[src/rtl/csr_trap_ctrl_pkg.sv]
`default_nettype none
// +----------------------------------------------------------------------+
// | Module  : csr_trap_ctrl_pkg                                           |
// | Purpose : Shared state encoding, CSR addresses, exception codes and   |
// |           mstatus bit positions for the machine-mode trap sequencer.  |
// | Rev     : 1.0  initial release                                        |
// +----------------------------------------------------------------------+
package csr_trap_ctrl_pkg;

  // Sequencer states: T_* walk the trap entry, M_* walk the mret exit.
  typedef enum logic [2:0] {
    IDLE     = 3'd0,
    T_EPC    = 3'd1,
    T_TVAL   = 3'd2,
    T_CAUSE  = 3'd3,
    T_STATUS = 3'd4,
    T_REDIR  = 3'd5,
    M_STATUS = 3'd6,
    M_REDIR  = 3'd7
  } state_t;

  // CSR addresses written by the sequencer.
  localparam logic [11:0] CSR_MEPC    = 12'h341;
  localparam logic [11:0] CSR_MTVAL   = 12'h343;
  localparam logic [11:0] CSR_MCAUSE  = 12'h342;
  localparam logic [11:0] CSR_MSTATUS = 12'h300;

  // Exception codes carried on exception_i / exception_o.
  localparam logic [1:0] EXC_NONE    = 2'b00;
  localparam logic [1:0] EXC_ILLEGAL = 2'b01;
  localparam logic [1:0] EXC_ECALL   = 2'b10;
  localparam logic [1:0] EXC_EBREAK  = 2'b11;

  // mstatus field positions.
  localparam int MIE_BIT    = 3;
  localparam int MPIE_BIT   = 7;
  localparam int MPP_HI_BIT = 12;
  localparam int MPP_LO_BIT = 11;

endpackage : csr_trap_ctrl_pkg
`default_nettype wire

[src/rtl/csr_trap_ctrl_if.sv]
`default_nettype none
// +----------------------------------------------------------------------+
// | Module  : csr_trap_ctrl_if                                            |
// | Purpose : Pipeline / CSR-bus / fetch-redirect signal bundle for the   |
// |           trap sequencer. master = surroundings, slave = sequencer.   |
// | Rev     : 1.0  initial release                                        |
// +----------------------------------------------------------------------+
interface csr_trap_ctrl_if;

  // Trap / mret sources and current CSR values
  logic [1:0]  exception_i;
  logic        mret_i;
  logic [31:0] pc_i;
  logic [31:0] tval_i;
  logic [31:0] mtvec_i;
  logic [31:0] mepc_i;
  logic [31:0] mstatus_i;

  // Pipeline CSR request
  logic        csr_req_i;
  logic [11:0] csr_addr_i;
  logic [31:0] csr_set_i;
  logic [31:0] csr_clear_i;
  logic        csr_gnt_o;

  // Shared set/clear CSR bus
  logic        csr_en_o;
  logic [11:0] csr_addr_o;
  logic [31:0] csr_set_o;
  logic [31:0] csr_clear_o;
  logic        csr_ack_i;

  // Trap side-band and fetch control
  logic [1:0]  exception_o;
  logic        stall_o;
  logic        redirect_o;
  logic [31:0] redirect_pc_o;
  logic        bus_err_o;

  modport master (
    output exception_i, mret_i, pc_i, tval_i, mtvec_i, mepc_i, mstatus_i,
    output csr_req_i, csr_addr_i, csr_set_i, csr_clear_i, csr_ack_i,
    input  csr_gnt_o, csr_en_o, csr_addr_o, csr_set_o, csr_clear_o,
    input  exception_o, stall_o, redirect_o, redirect_pc_o, bus_err_o
  );

  modport slave (
    input  exception_i, mret_i, pc_i, tval_i, mtvec_i, mepc_i, mstatus_i,
    input  csr_req_i, csr_addr_i, csr_set_i, csr_clear_i, csr_ack_i,
    output csr_gnt_o, csr_en_o, csr_addr_o, csr_set_o, csr_clear_o,
    output exception_o, stall_o, redirect_o, redirect_pc_o, bus_err_o
  );

endinterface : csr_trap_ctrl_if
`default_nettype wire

[src/rtl/csr_trap_ctrl.sv]
`default_nettype none
// +----------------------------------------------------------------------+
// | Module  : csr_trap_ctrl                                               |
// | Purpose : Machine-mode trap sequencer. Owns the set/clear CSR bus,    |
// |           writes mepc/mtval/mcause/mstatus on a trap, restores        |
// |           mstatus on mret and redirects fetch.                        |
// | Rev     : 1.0  initial release                                        |
// +----------------------------------------------------------------------+
module csr_trap_ctrl
  import csr_trap_ctrl_pkg::*;
(
  input  logic            clk_i,
  input  logic            rst_i,
  csr_trap_ctrl_if.slave  bus
);

  state_t      state;
  logic [29:0] trap_pc;    // word-aligned PC, low two bits are always zero
  logic [31:0] trap_tval;
  logic [1:0]  trap_code;

  logic        trap_req;
  logic        event_req;
  logic [31:0] epc_val;
  logic        unused_bits;

  assign trap_req  = (bus.exception_i != EXC_NONE);
  assign event_req = trap_req || bus.mret_i;
  assign epc_val   = {trap_pc, 2'b00};

  // Only some bits of these inputs matter; the rest are intentionally dropped.
  assign unused_bits = ^{bus.pc_i[1:0], bus.mtvec_i[1:0],
                         bus.mstatus_i[31:8], bus.mstatus_i[6:4], bus.mstatus_i[2:0]};

  // Sequencer state and trap context capture; traps/mret accepted only in IDLE.
  always_ff @(posedge clk_i) begin
    if (rst_i) begin
      state     <= IDLE;
      trap_pc   <= '0;
      trap_tval <= '0;
      trap_code <= EXC_NONE;
    end else begin
      case (state)
        IDLE: begin
          if (trap_req) begin
            state     <= T_EPC;
            trap_pc   <= bus.pc_i[31:2];
            trap_tval <= bus.tval_i;
            trap_code <= bus.exception_i;
          end else if (bus.mret_i) begin
            state <= M_STATUS;
          end
        end
        T_EPC:    state <= T_TVAL;
        T_TVAL:   state <= T_CAUSE;
        T_CAUSE:  state <= T_STATUS;
        T_STATUS: state <= T_REDIR;
        T_REDIR:  state <= IDLE;
        M_STATUS: state <= M_REDIR;
        M_REDIR:  state <= IDLE;
        default:  state <= IDLE;
      endcase
    end
  end

  // CSR bus mux: pipeline passthrough in quiet IDLE, sequencer writes otherwise.
  always_comb begin
    bus.csr_gnt_o     = 1'b0;
    bus.csr_en_o      = 1'b0;
    bus.csr_addr_o    = '0;
    bus.csr_set_o     = '0;
    bus.csr_clear_o   = '0;
    bus.exception_o   = EXC_NONE;
    bus.stall_o       = 1'b1;
    bus.redirect_o    = 1'b0;
    bus.redirect_pc_o = '0;
    bus.bus_err_o     = 1'b0;
    case (state)
      IDLE: begin
        bus.stall_o = event_req;
        if (!event_req) begin
          bus.csr_gnt_o   = bus.csr_req_i;
          bus.csr_en_o    = bus.csr_req_i;
          bus.csr_addr_o  = bus.csr_addr_i;
          bus.csr_set_o   = bus.csr_set_i;
          bus.csr_clear_o = bus.csr_clear_i;
        end
      end
      T_EPC: begin
        bus.csr_en_o    = 1'b1;
        bus.csr_addr_o  = CSR_MEPC;
        bus.csr_set_o   = epc_val;
        bus.csr_clear_o = ~epc_val;
        bus.bus_err_o   = ~bus.csr_ack_i;
      end
      T_TVAL: begin
        bus.csr_en_o    = 1'b1;
        bus.csr_addr_o  = CSR_MTVAL;
        bus.csr_set_o   = trap_tval;
        bus.csr_clear_o = ~trap_tval;
        bus.bus_err_o   = ~bus.csr_ack_i;
      end
      // mcause derives the cause from the code itself; the bus stays idle.
      T_CAUSE: begin
        bus.exception_o = trap_code;
      end
      // Enter M-mode: MPP=11, MPIE<=MIE, MIE<=0.
      T_STATUS: begin
        bus.csr_en_o                     = 1'b1;
        bus.csr_addr_o                   = CSR_MSTATUS;
        bus.csr_set_o[MPP_HI_BIT]        = 1'b1;
        bus.csr_set_o[MPP_LO_BIT]        = 1'b1;
        bus.csr_set_o[MPIE_BIT]          = bus.mstatus_i[MIE_BIT];
        bus.csr_clear_o[MIE_BIT]         = 1'b1;
        bus.csr_clear_o[MPIE_BIT]        = ~bus.mstatus_i[MIE_BIT];
        bus.bus_err_o                    = ~bus.csr_ack_i;
      end
      T_REDIR: begin
        bus.redirect_o    = 1'b1;
        bus.redirect_pc_o = {bus.mtvec_i[31:2], 2'b00};
      end
      // Leave M-mode: MIE<=MPIE, MPIE<=1.
      M_STATUS: begin
        bus.csr_en_o              = 1'b1;
        bus.csr_addr_o            = CSR_MSTATUS;
        bus.csr_set_o[MIE_BIT]    = bus.mstatus_i[MPIE_BIT];
        bus.csr_set_o[MPIE_BIT]   = 1'b1;
        bus.csr_clear_o[MIE_BIT]  = ~bus.mstatus_i[MPIE_BIT];
        bus.bus_err_o             = ~bus.csr_ack_i;
      end
      M_REDIR: begin
        bus.redirect_o    = 1'b1;
        bus.redirect_pc_o = bus.mepc_i;
      end
      default: begin
        bus.stall_o = 1'b1;
      end
    endcase
  end

endmodule : csr_trap_ctrl
`default_nettype wire

[src/flat_wrapper.sv]
// flat-port wrapper written by rule: the top's interface ports become plain ports
module csr_trap_ctrl_flat import csr_trap_ctrl_pkg::*;
  (clk_i, rst_i, bus_exception_i, bus_mret_i, bus_pc_i, bus_tval_i, bus_mtvec_i, bus_mepc_i, bus_mstatus_i, bus_csr_req_i, bus_csr_addr_i, bus_csr_set_i, bus_csr_clear_i, bus_csr_ack_i, bus_csr_gnt_o, bus_csr_en_o, bus_csr_addr_o, bus_csr_set_o, bus_csr_clear_o, bus_exception_o, bus_stall_o, bus_redirect_o, bus_redirect_pc_o, bus_bus_err_o);
  csr_trap_ctrl_if bus_i ();
  input  logic clk_i;
  input  logic rst_i;
  input wire logic [$bits(bus_i.exception_i)-1:0] bus_exception_i;
  input wire logic [$bits(bus_i.mret_i)-1:0] bus_mret_i;
  input wire logic [$bits(bus_i.pc_i)-1:0] bus_pc_i;
  input wire logic [$bits(bus_i.tval_i)-1:0] bus_tval_i;
  input wire logic [$bits(bus_i.mtvec_i)-1:0] bus_mtvec_i;
  input wire logic [$bits(bus_i.mepc_i)-1:0] bus_mepc_i;
  input wire logic [$bits(bus_i.mstatus_i)-1:0] bus_mstatus_i;
  input wire logic [$bits(bus_i.csr_req_i)-1:0] bus_csr_req_i;
  input wire logic [$bits(bus_i.csr_addr_i)-1:0] bus_csr_addr_i;
  input wire logic [$bits(bus_i.csr_set_i)-1:0] bus_csr_set_i;
  input wire logic [$bits(bus_i.csr_clear_i)-1:0] bus_csr_clear_i;
  input wire logic [$bits(bus_i.csr_ack_i)-1:0] bus_csr_ack_i;
  output wire logic [$bits(bus_i.csr_gnt_o)-1:0] bus_csr_gnt_o;
  output wire logic [$bits(bus_i.csr_en_o)-1:0] bus_csr_en_o;
  output wire logic [$bits(bus_i.csr_addr_o)-1:0] bus_csr_addr_o;
  output wire logic [$bits(bus_i.csr_set_o)-1:0] bus_csr_set_o;
  output wire logic [$bits(bus_i.csr_clear_o)-1:0] bus_csr_clear_o;
  output wire logic [$bits(bus_i.exception_o)-1:0] bus_exception_o;
  output wire logic [$bits(bus_i.stall_o)-1:0] bus_stall_o;
  output wire logic [$bits(bus_i.redirect_o)-1:0] bus_redirect_o;
  output wire logic [$bits(bus_i.redirect_pc_o)-1:0] bus_redirect_pc_o;
  output wire logic [$bits(bus_i.bus_err_o)-1:0] bus_bus_err_o;
  assign bus_i.exception_i = bus_exception_i;
  assign bus_i.mret_i = bus_mret_i;
  assign bus_i.pc_i = bus_pc_i;
  assign bus_i.tval_i = bus_tval_i;
  assign bus_i.mtvec_i = bus_mtvec_i;
  assign bus_i.mepc_i = bus_mepc_i;
  assign bus_i.mstatus_i = bus_mstatus_i;
  assign bus_i.csr_req_i = bus_csr_req_i;
  assign bus_i.csr_addr_i = bus_csr_addr_i;
  assign bus_i.csr_set_i = bus_csr_set_i;
  assign bus_i.csr_clear_i = bus_csr_clear_i;
  assign bus_i.csr_ack_i = bus_csr_ack_i;
  assign bus_csr_gnt_o = bus_i.csr_gnt_o;
  assign bus_csr_en_o = bus_i.csr_en_o;
  assign bus_csr_addr_o = bus_i.csr_addr_o;
  assign bus_csr_set_o = bus_i.csr_set_o;
  assign bus_csr_clear_o = bus_i.csr_clear_o;
  assign bus_exception_o = bus_i.exception_o;
  assign bus_stall_o = bus_i.stall_o;
  assign bus_redirect_o = bus_i.redirect_o;
  assign bus_redirect_pc_o = bus_i.redirect_pc_o;
  assign bus_bus_err_o = bus_i.bus_err_o;
  csr_trap_ctrl u_core (.clk_i(clk_i), .rst_i(rst_i), .bus(bus_i));
endmodule
[config.mk]
export PLATFORM = sky130hd
export DESIGN_NAME = csr_trap_ctrl_flat
export DESIGN_NICKNAME = d
export VERILOG_FILES = /design/src/rtl/csr_trap_ctrl_pkg.sv /design/src/rtl/csr_trap_ctrl_if.sv /design/src/rtl/csr_trap_ctrl.sv /design/src/flat_wrapper.sv
export SDC_FILE = /design/constraint.sdc
export NUM_CORES = 1
export LEC_CHECK = 0
export BUFFER_PORTS_ARGS = -buffer_cell sky130_fd_sc_hd__buf_2
export CORE_AREA = 2 2 139 141
export CTS_CLUSTER_SIZE = 40
export DETAILED_ROUTE_END_ITERATION = 10
export DIE_AREA = 0 0 141 143
export PLACE_DENSITY = 0.59
export SYNTH_ARGS = -nofsm -noshare
export SYNTH_HDL_FRONTEND = slang
export SYNTH_SLANG_ARGS = --single-unit
[constraint.sdc]
create_clock -name clk_i -period 1.47 [get_ports clk_i]
set_input_delay 0.2205 -clock clk_i [delete_from_list [all_inputs] [get_ports clk_i]]
set_output_delay 0.2205 -clock clk_i [all_outputs]
set_load 0.02 [all_outputs]
# --- Word level (Yosys, flattened, before mapping) ---
# Index checks and enable logic that the tools add are counted.
# W data, S select, Z words.
word_totals:
  ff_bits: 67
  latchBits: 0
  ramBits: 0
  romBits: 0
  out_inout_bits: 115
  elab_cells: 51
  mem_count: 0
op_classes:
  addsub: 0
  mul: 0
  div_mod_pow: 0
  n_lt_le_gt_ge: 0
  eq_ne: 8
  n_shift: 0
  mux: 27
  bitwise_logic: 5
  reduce_logical: 7
ops:
  columns: ["op", "n"]
  rows:
  - ["$pmux W24 S3", 1]
  - ["$mux W32", 2]
  - ["$not A32 Y32", 2]
  - ["$pmux W32 S2", 1]
  - ["$pmux W19 S3", 1]
  - ["$pmux W12 S4", 1]
  - ["$pmux W3 S3", 5]
  - ["$pmux W3 S7", 1]
  - ["$eq A3 B3 Y1 const B", 4]
  - ["$mux W12", 1]
  - ["$pmux W1 S5", 2]
  - ["$pmux W1 S4", 2]
  - ["$pmux W2 S4", 1]
  - ["$eq A3 B2 Y1 const B", 2]
  - ["$mux W3", 2]
  - ["$mux W1", 5]
  - ["$reduce_or A2 Y1", 2]
  - ["$reduce_or A4 Y1", 1]
  - ["$eq A3 B1 Y1 const B", 1]
  - ["$logic_not A3 Y1", 1]
  - ["$ne A3 B2 Y1 const B", 1]
  - ["$not A1 Y1", 3]
  - ["$mux W2", 1]
  - ["$pmux W1 S2", 1]
  - ["other kinds (3)", 3]

# --- Longest topological paths before layout ---
# Gate-level depths: netlist of run 1.
logic_depth:
  word_depth: 4
  ltp_mapped: 6
  mapped_depth_nobuf: 3

# --- Least setup slack after synthesis of run 1 ---
# No wires, ideal clock.
synth_timing:
  path_type: "register to output"
  startpoint: "register u_core.state[1]"
  endpoint: "output bus_csr_clear_o[11]"
  arrival_time_ns: 1.476
  path_slack_ns: -0.227
  path_stages_with_launch: 5
  cell_sequence: "dfxtp_1 > buf_4 > or3b_2 > buf_2 > o221ai_1"
synth_via:
  elab_chain_cells: 2
synth_lines:
  columns: ["element", "line_no", "rtl"]
  rows:
  - ["start, declared", "csr_trap_ctrl.sv:17", "state_t state;"]
  - ["start signal, assigned", "csr_trap_ctrl.sv:38", "state <= IDLE;"]
  - ["start signal, assigned", "csr_trap_ctrl.sv:46", "state <= T_EPC;"]
  - ["start signal, assigned", "csr_trap_ctrl.sv:51", "state <= M_STATUS;"]
  - ["$eq A3 B2 Y1, or another cell as far along", "csr_trap_ctrl.sv:78", "case (state)"]
  - ["$pmux W24 S3 *", "csr_trap_ctrl.sv:78", null]
  - ["end, declared", "flat_wrapper.sv:23", "output wire logic [$bits(bus_i.csr_clear_o)-1:0] bus_csr_clear_o;"]
# Every way passes the cells marked *; elsewhere a longest branch is shown, timed or not.

# --- Worst setup path in the final report of run 1 ---
layout_timing:
  startpoint: "register u_core.state[2]"
  endpoint: "output bus_csr_clear_o[9]"
# Same word-level chain as after synthesis.

==> impl_results.md, run 1 <==
* Fin. Hold Viols at 0
* Dpl hpwl at approximately 15000 um
* Post-synthesis cell area at 4750 um^2
* Die extent in x at between 100 and 150 um
* Max Cap Viol at 0
* Syn_area_per_cell at 8.54 um^2
* Post-Route WL at approximately 23000 um
* Delay-heaviest family, CP: simple AND/OR/NAND/NOR gates
* Layout area overhead at 112%
* CTS Buffer Depth at 2
* Area contributors post-synth: dfxtp_1 (28%), mux2i_1 (20%), nand2b_1 (17%)
* First-pass detailed-route iteration total at 4
* Post-DR wirelength/cell at between 15 and 20 um
* H-Tree Depth at 3
* Post-synth EDFFs at 0
* Worst Path Buf+Inv at 3
* Clk slew on worst S/H paths at around 0.060 ns
* GRT Residual Overflow at 0
* Starting Density at about a quarter
* Final Max Tran Viols at 0
* First-pass GRT wire length at ~31000 um
* PwrDens at just over 900 nW/um^2
* Fin Hold WS at between 0.1 and 0.15 ns
* Largest net degree at the start of global routing at 74
* Register area share after synthesis at around 28%
* Post-synth top area cell: dfxtp_1
* Worst rel slew slack at between 60 and 70%
* Worst-case vdd ir drop at between 700 and 800 uV
* Core Rows at 50
* CTS tree: done
* Worst skew pair latency at approximately 0.34 ns
* Top-area cell type share of the netlist area at between 20% and 30%
* Setup CP Type: flop to primary output
* DRC viols at 0
* Initial antenna violation count at 0
* Critical-path cell list: buf_6 > or3b_4 > buf_12 > o221ai_4 > buf_6
* Most common cell on crit path: buf_6
* Iteration-0 DRC Markers at ~180
* Status: finished, violations left
* Num CTS Buffers at 9
* Max stage delay on crit path at 0.50 ns
* I/O pins at between 300 and 400
* Nets@finish at around 1.2k
* Tot GR Track Use at approximately a fifth
* Unrepaired setup endpoints after global routing: true
* Worst Tran Pin Value at around 0.47 ns
* Required @ worst endpoint at ~1.3 ns
* Tightest Hold Check Type: input pin to flop
* Layout cells sized above 1 at 62.0%
* Vias in the first global route at 5537
* Netlist cell types at 35
* Worst EP arrival at ~1.8 ns
* Syn Nets at 799
* Dominant cell by count in the synthesized netlist: nand2b_1
* Final min period at 2.07 ns
* Clock Skews at 0.00531 ns
* Via count at approximately 5.8k
* Max Clk Rate at roughly 480 MHz
* PortBufs at ~320
* Clock root cell: clkbuf_16
* Final Util at between 50 and 60%
* Slowest CP cell: or3b_4
* Worst Setup End Kind: primary output
* Final ANT Viol Nets at 0
* Core Area at approximately 19000 um^2
* Worst setup margin at -0.595 ns
* N_diodes at 0
* Period utilisation layout at 140%
* Cells after Synth at around 560
* Lkg Pwr at roughly 4.3 nW
* YS warnings at 0
* Setup violators final at 180
* Die Height at 143 um
* Count of clock tree sinks at between 60 and 70
* Most frequent cells after synthesis: nand2b_1 (127), mux2i_1 (93), dfxtp_1 (67), nor2_1 (37), clkbuf_1 (29)
* Failing checks: negative setup slack
* Flops & latches, synth at 67
* Ys async rst share at 0%
* Crit path launch type: flop
* Main synth FF type: dfxtp_1
* Full die area at a little over 20000 um^2
* Vias/cell at between 4 and 5
* Critical Path Fanout Max at 6
* Routability cong. at around 0.85
## per-stage QoR
stage | power (mW) | cells | worst slack [ns] | setup TNS [ns] | cell area, um^2
6_report | 9.34 | 1175 | -0.595 | -72.23 | 10100
5_1_grt | 9.73 | 1175 | -0.656 | -81.38 | 10100
4_1_cts | 8.77 | 1151 | -0.620 | -72.42 | 9170
3_5_place_dp | 5.54 | 1103 | -0.477 | -44.18 | 7570
3_3_place_gp | 5.53 | 1103 | -0.443 | -41.63 | 7570
2_1_floorplan | 4.41 | 556 | -0.0665 | -2.91 | 5480
## layer usage
| metal | GRT usage, % | part of all wire, % | routed length (um) | vias up |
|---|---|---|---|---|
| met5 | 0 | 0 | 0 | - |
| met2 | 37.5 | 53 | 12400 | 224 |
| met1 | 22.7 | 39 | 9180 | 2761 |
| li1 | - | - | - | 2774 |
| met4 | 5.89 | 2.9 | 681 | 0 |
| met3 | 3.96 | 5.0 | 1160 | 42 |
## where the power goes
| part | total [mW] | switching, mW | leakage (nW) | internal (mW) |
|---|---|---|---|---|
| Combinational | 4.67 | 2.12 | 3.62 | 2.55 |
| Sequential | 2.31 | 0.284 | 0.553 | 2.03 |
| Clock | 2.36 | 0.876 | 0.152 | 1.48 |
## worst min-delay path: stages
cell and delay [ns]:
buf_2 0.10, nand2b_1 0.05, mux2i_1 0.06
## sequential cells by signal (all words and copies together), names as in the netlist
register          cells
u_core.state          3
u_core.trap_code      2
u_core.trap_pc       30
u_core.trap_tval     32
## path summary, 6_finish.rpt
kind,start,to,slack (ns),cells past startpoint
max,u_core.state[2],bus_csr_clear_o[9],-0.60,5
min,bus_tval_i[16],u_core.trap_tval[16],0.14,3
max reg2reg,u_core.state[1],u_core.trap_tval[27],-0.33,8
min reg2reg,u_core.trap_code[1],u_core.trap_code[1],0.47,2
## layout by cell type (no fill, tap or decap), types with 13 or more instances in the layout
cell,instances
nor2_4,32
a221o_1,28
and2_4,13
buf_4,38
dfxtp_1,64
nand2b_1,127
o221ai_4,28
and2_1,14
nand3_1,17
buf_6,129
buf_12,24
clkbuf_16,19
buf_2,210
mux2i_1,84
## logic make-up (layout without fill, tap and decap cells)
logic type             count (synthesis)  in the layout  synth area share [%]
buffers and inverters                 61            445                  6.06
flip-flops                            67             67                  28.2
XOR/XNOR                               1              1                 0.184
AND/OR/NAND/NOR                      249            250                  30.6
AO/OA/AOI/OAI                         85             85                  15.3
multiplexers                          93             93                  19.6
## cell type report
| type | count | area (um^2) |
|---|---|---|
| Clock buffer | 9 | 225 |
| Sequential cell | 67 | 1350 |
| Inverter | 5 | 26.3 |
| Fill cell | 1582 | 8490 |
| Multi-Input combinational cell | 429 | 4300 |
| Timing Repair Buffer | 425 | 3800 |
| Clock inverter | 6 | 90.1 |
| Tap cell | 234 | 293 |
## repair_timing
action	in CTS	in global routing
hold buffers	0	0
cloned	9	14
pin swaps	23	36
setup endpoints to repair	179	180
gates resized for setup	244	157
setup buffers	25	12
Note: power is estimated with default switching activity, not from simulation.
==> inputs of run 2 (changes only) <==
Settings changed: CELL_PAD_IN_SITES_DETAIL_PLACEMENT from default to 1, CELL_PAD_IN_SITES_GLOBAL_PLACEMENT from default to 2, CORE_AREA 2 2 139 141 to default, CORE_MARGIN from default to 2, CORE_UTILIZATION from default to 19, DIE_AREA 0 0 141 143 to default, PLACE_DENSITY 0.59 to 0.8.
==> impl_results.md, run 2 (synthesis results as in run 1) <==
* PortBufs at 323 (unchanged)
* GRT Residual Overflow at 0 (unchanged)
* Clk slew on worst S/H paths at 0.06 ns (about the same)
* Critical path origin: u_core.state[0]
* Initial antenna violation count at 2 (+2)
* DRC viols at 0 (unchanged)
* Vias/cell at 4.57 (-7.5%)
* Full die area at 26300 um^2 (+30%)
* Clock Skews at 0.00485 ns (-0.000456 ns)
* Iteration-0 DRC Markers at 244 (+35%)
* Worst skew pair latency at 0.33 ns (about the same)
* Period utilisation layout at 140% (-0.63 points)
* CTS tree: done
* First-pass GRT wire length at 33700 um (+10%)
* Worst Setup End Kind: primary output
* TNS Setup at -55.11 ns (+17.13 ns)
* Internal Power at 6.00 mW (-0.91%)
* Tightest Hold Check Type: input pin to flop
* Die extent in x at 162 um (+15%)
* Worst-case vdd ir drop at 542 uV (-32%)
* Max reg flops at 32 (unchanged)
* Critical Path Fanout Max at 8 (+2)
* Lkg Pwr at 4.36 nW (+0.76%)
* Cts-stage hold buffer count at 0 (unchanged)
* Unrepaired setup endpoints after global routing: true
* Combinational share of power at 50.9% (+0.9 points)
* Core Area at 24500 um^2 (+32%)
* Final min period at 2.06 ns (-0.00926 ns)
* M1 GR Usage at 20.6% (-2.1 points)
* Worst EP arrival at 1.84 ns (about the same)
* Core Rows at 57 (+14%)
* Setup violators final at 163 (-9.4%)
* Starting Density at 19.4% (-6.1 points)
* Layout cells sized above 1 at 63.5% (+1.5 points)
* Routing usage on met3 at 2.55% (-1.4 points)
* Max stage delay on crit path at 0.36 ns (-0.14 ns)
* HP Start: bus_pc_i[18]
* First-pass detailed-route iteration total at 4 (unchanged)
* Largest net degree at the start of global routing at 76 (+2.7%)
* Post-DR wirelength/cell at 20.5 um (+2.9%)
* Post-Layout Cell Count at 1270 (+8.1%)
* Worst Tran Pin Value at 0.321 ns (-0.149 ns)
* Count of clock tree sinks at 67 (unchanged)
* Most common cell after layout, fill and taps aside: buf_2
* Most common cell on crit path: buf_6
* Routing usage on met2 at 29.1% (-8.3 points)
* Worst setup margin at -0.586 ns (+0.00926 ns)
* Die Height at 162 um (+13%)
* Sw Ratio at 35.8% (+0.68 points)
* Reg2Reg Launch Point: u_core.state[1]
* CTS Buffer Depth at 2 (unchanged)
* Failing checks: negative setup slack
* Busiest grt layer: met2
* Most frequent cells in the layout: buf_2 (210), buf_6 (142), nand2b_1 (126)
* Fin Hold WS at 0.140 ns (-0.00125 ns)
* Setup CP Type: flop to primary output
* Num CTS Buffers at 9 (unchanged)
* Worst rel slew slack at 78.5% (+11 points)
* Tot GR Track Use at 16.5% (-3.4 points)
* Overall Power at 9.36 mW (+0.14%)
* Placed Instances at 1205 (+9.2%)
* Crit path launch type: flop
* Max Clk Rate at 486 MHz (+0.45%)
* Switching power at 3.35 mW (+2.1%)
* Clock root cell: clkbuf_16
* Slowest CP cell: dfxtp_4
* Pre-CTS WS at -0.339 ns (+0.139 ns)
* Required @ worst endpoint at 1.25 ns (about the same)
* Clock share of power at 24.4% (-0.8 points)
* Final Max Tran Viols at 0 (unchanged)
* Critical-path cell list: buf_6 > nor3b_4 > buf_6 > clkbuf_16 > and2_4 > a221o_1 > buf_6
* Delay-heaviest family, CP: buffers and inverters
* Worst Path Buf+Inv at 4 (+1)
* Biggest regs: u_core.trap_tval (32), u_core.trap_pc (30), u_core.state (3)
* Max Cap Viol at 0 (unchanged)
* Nets@finish at 1183 (+0.25%)
* I/O pins at 358 (unchanged)
* Fin. Hold Viols at 0 (unchanged)
* Biggest register: u_core.trap_tval
* H-Tree Depth at 3 (unchanged)
* Status: finished, violations left
* Via count at 5801 (unchanged)
* Dpl hpwl at 17100 um (+17%)
* Layout area overhead at 116%
* Vias in the first global route at 5913 (+6.8%)
* Routability cong. at 0.772 (-9.1%)
* Post-Route WL at 26000 um (+11%)
* Sequential power share at 24.7% (about the same)
* Final ANT Viol Nets at 0 (unchanged)
* PwrDens at 912 nW/um^2 (-1.6%)
## run 2: layout make-up
| type | instances | area [um^2] |
|---|---|---|
| tap | 324 | 405 |
| inverter | 5 | 21.3 |
| timing repair buffer | 429 | 3820 |
| sequential | 67 | 1350 |
| clock buffer | 11 | 243 |
| multi-input combinational | 428 | 4360 |
| antenna | 1 | 2.50 |
| fill | 2778 | 14200 |
| clock inverter | 5 | 61.3 |
## run 2: through the flow
stage,util (%),cell area [um^2]
CTS,35.3,8630
global route,42.0,10300
global placement,31.8,7780
floorplan,-,5480
finish,42.0,10300
detailed placement,31.8,7780
## run 2: timing repair
action	4_1_cts	5_1_grt
endpoints found under the hold margin	0	0
cloned	2	18
resized for setup	157	268
setup endpoints to repair	175	175
setup buffers	5	24
pin swaps	5	34
## run 2: power groups by stage
stage               Sequential (mW)  Clock [mW]  Combinational [mW]
CTS                            2.30        2.37                3.80
floorplan                      2.26           0                2.15
global placement               2.33           0                3.32
detailed placement             2.34           0                3.36
finish                         2.31        2.29                4.76
global route                   2.34        2.46                5.02
## run 2: final timing paths
path / endpoint / slack (ns) / cells past startpoint
setup / recovery: bus_csr_set_o[30] / -0.59 / 7
hold / removal: u_core.trap_pc[16] / 0.14 / 3
setup reg to reg: u_core.trap_tval[9] / -0.12 / 6
hold reg to reg: u_core.trap_code[0] / 0.46 / 2
## run 2: layer usage
| layer | part of all wire (%) | vias up |
|---|---|---|
| met3 | 3.7 | 31 |
| met1 | 42 | 2818 |
| li1 | - | 2778 |
| met4 | 1.7 | 0 |
| met5 | 0 | - |
| met2 | 53 | 174 |
## run 2: worst reg2reg max path, stage by stage (launching register included)
cell and delay, ns:
dfxtp_4 0.38, buf_6 0.15, nor4_4 0.35, buf_4 0.18, buf_6 0.13, buf_6 0.12, mux2i_1 0.21
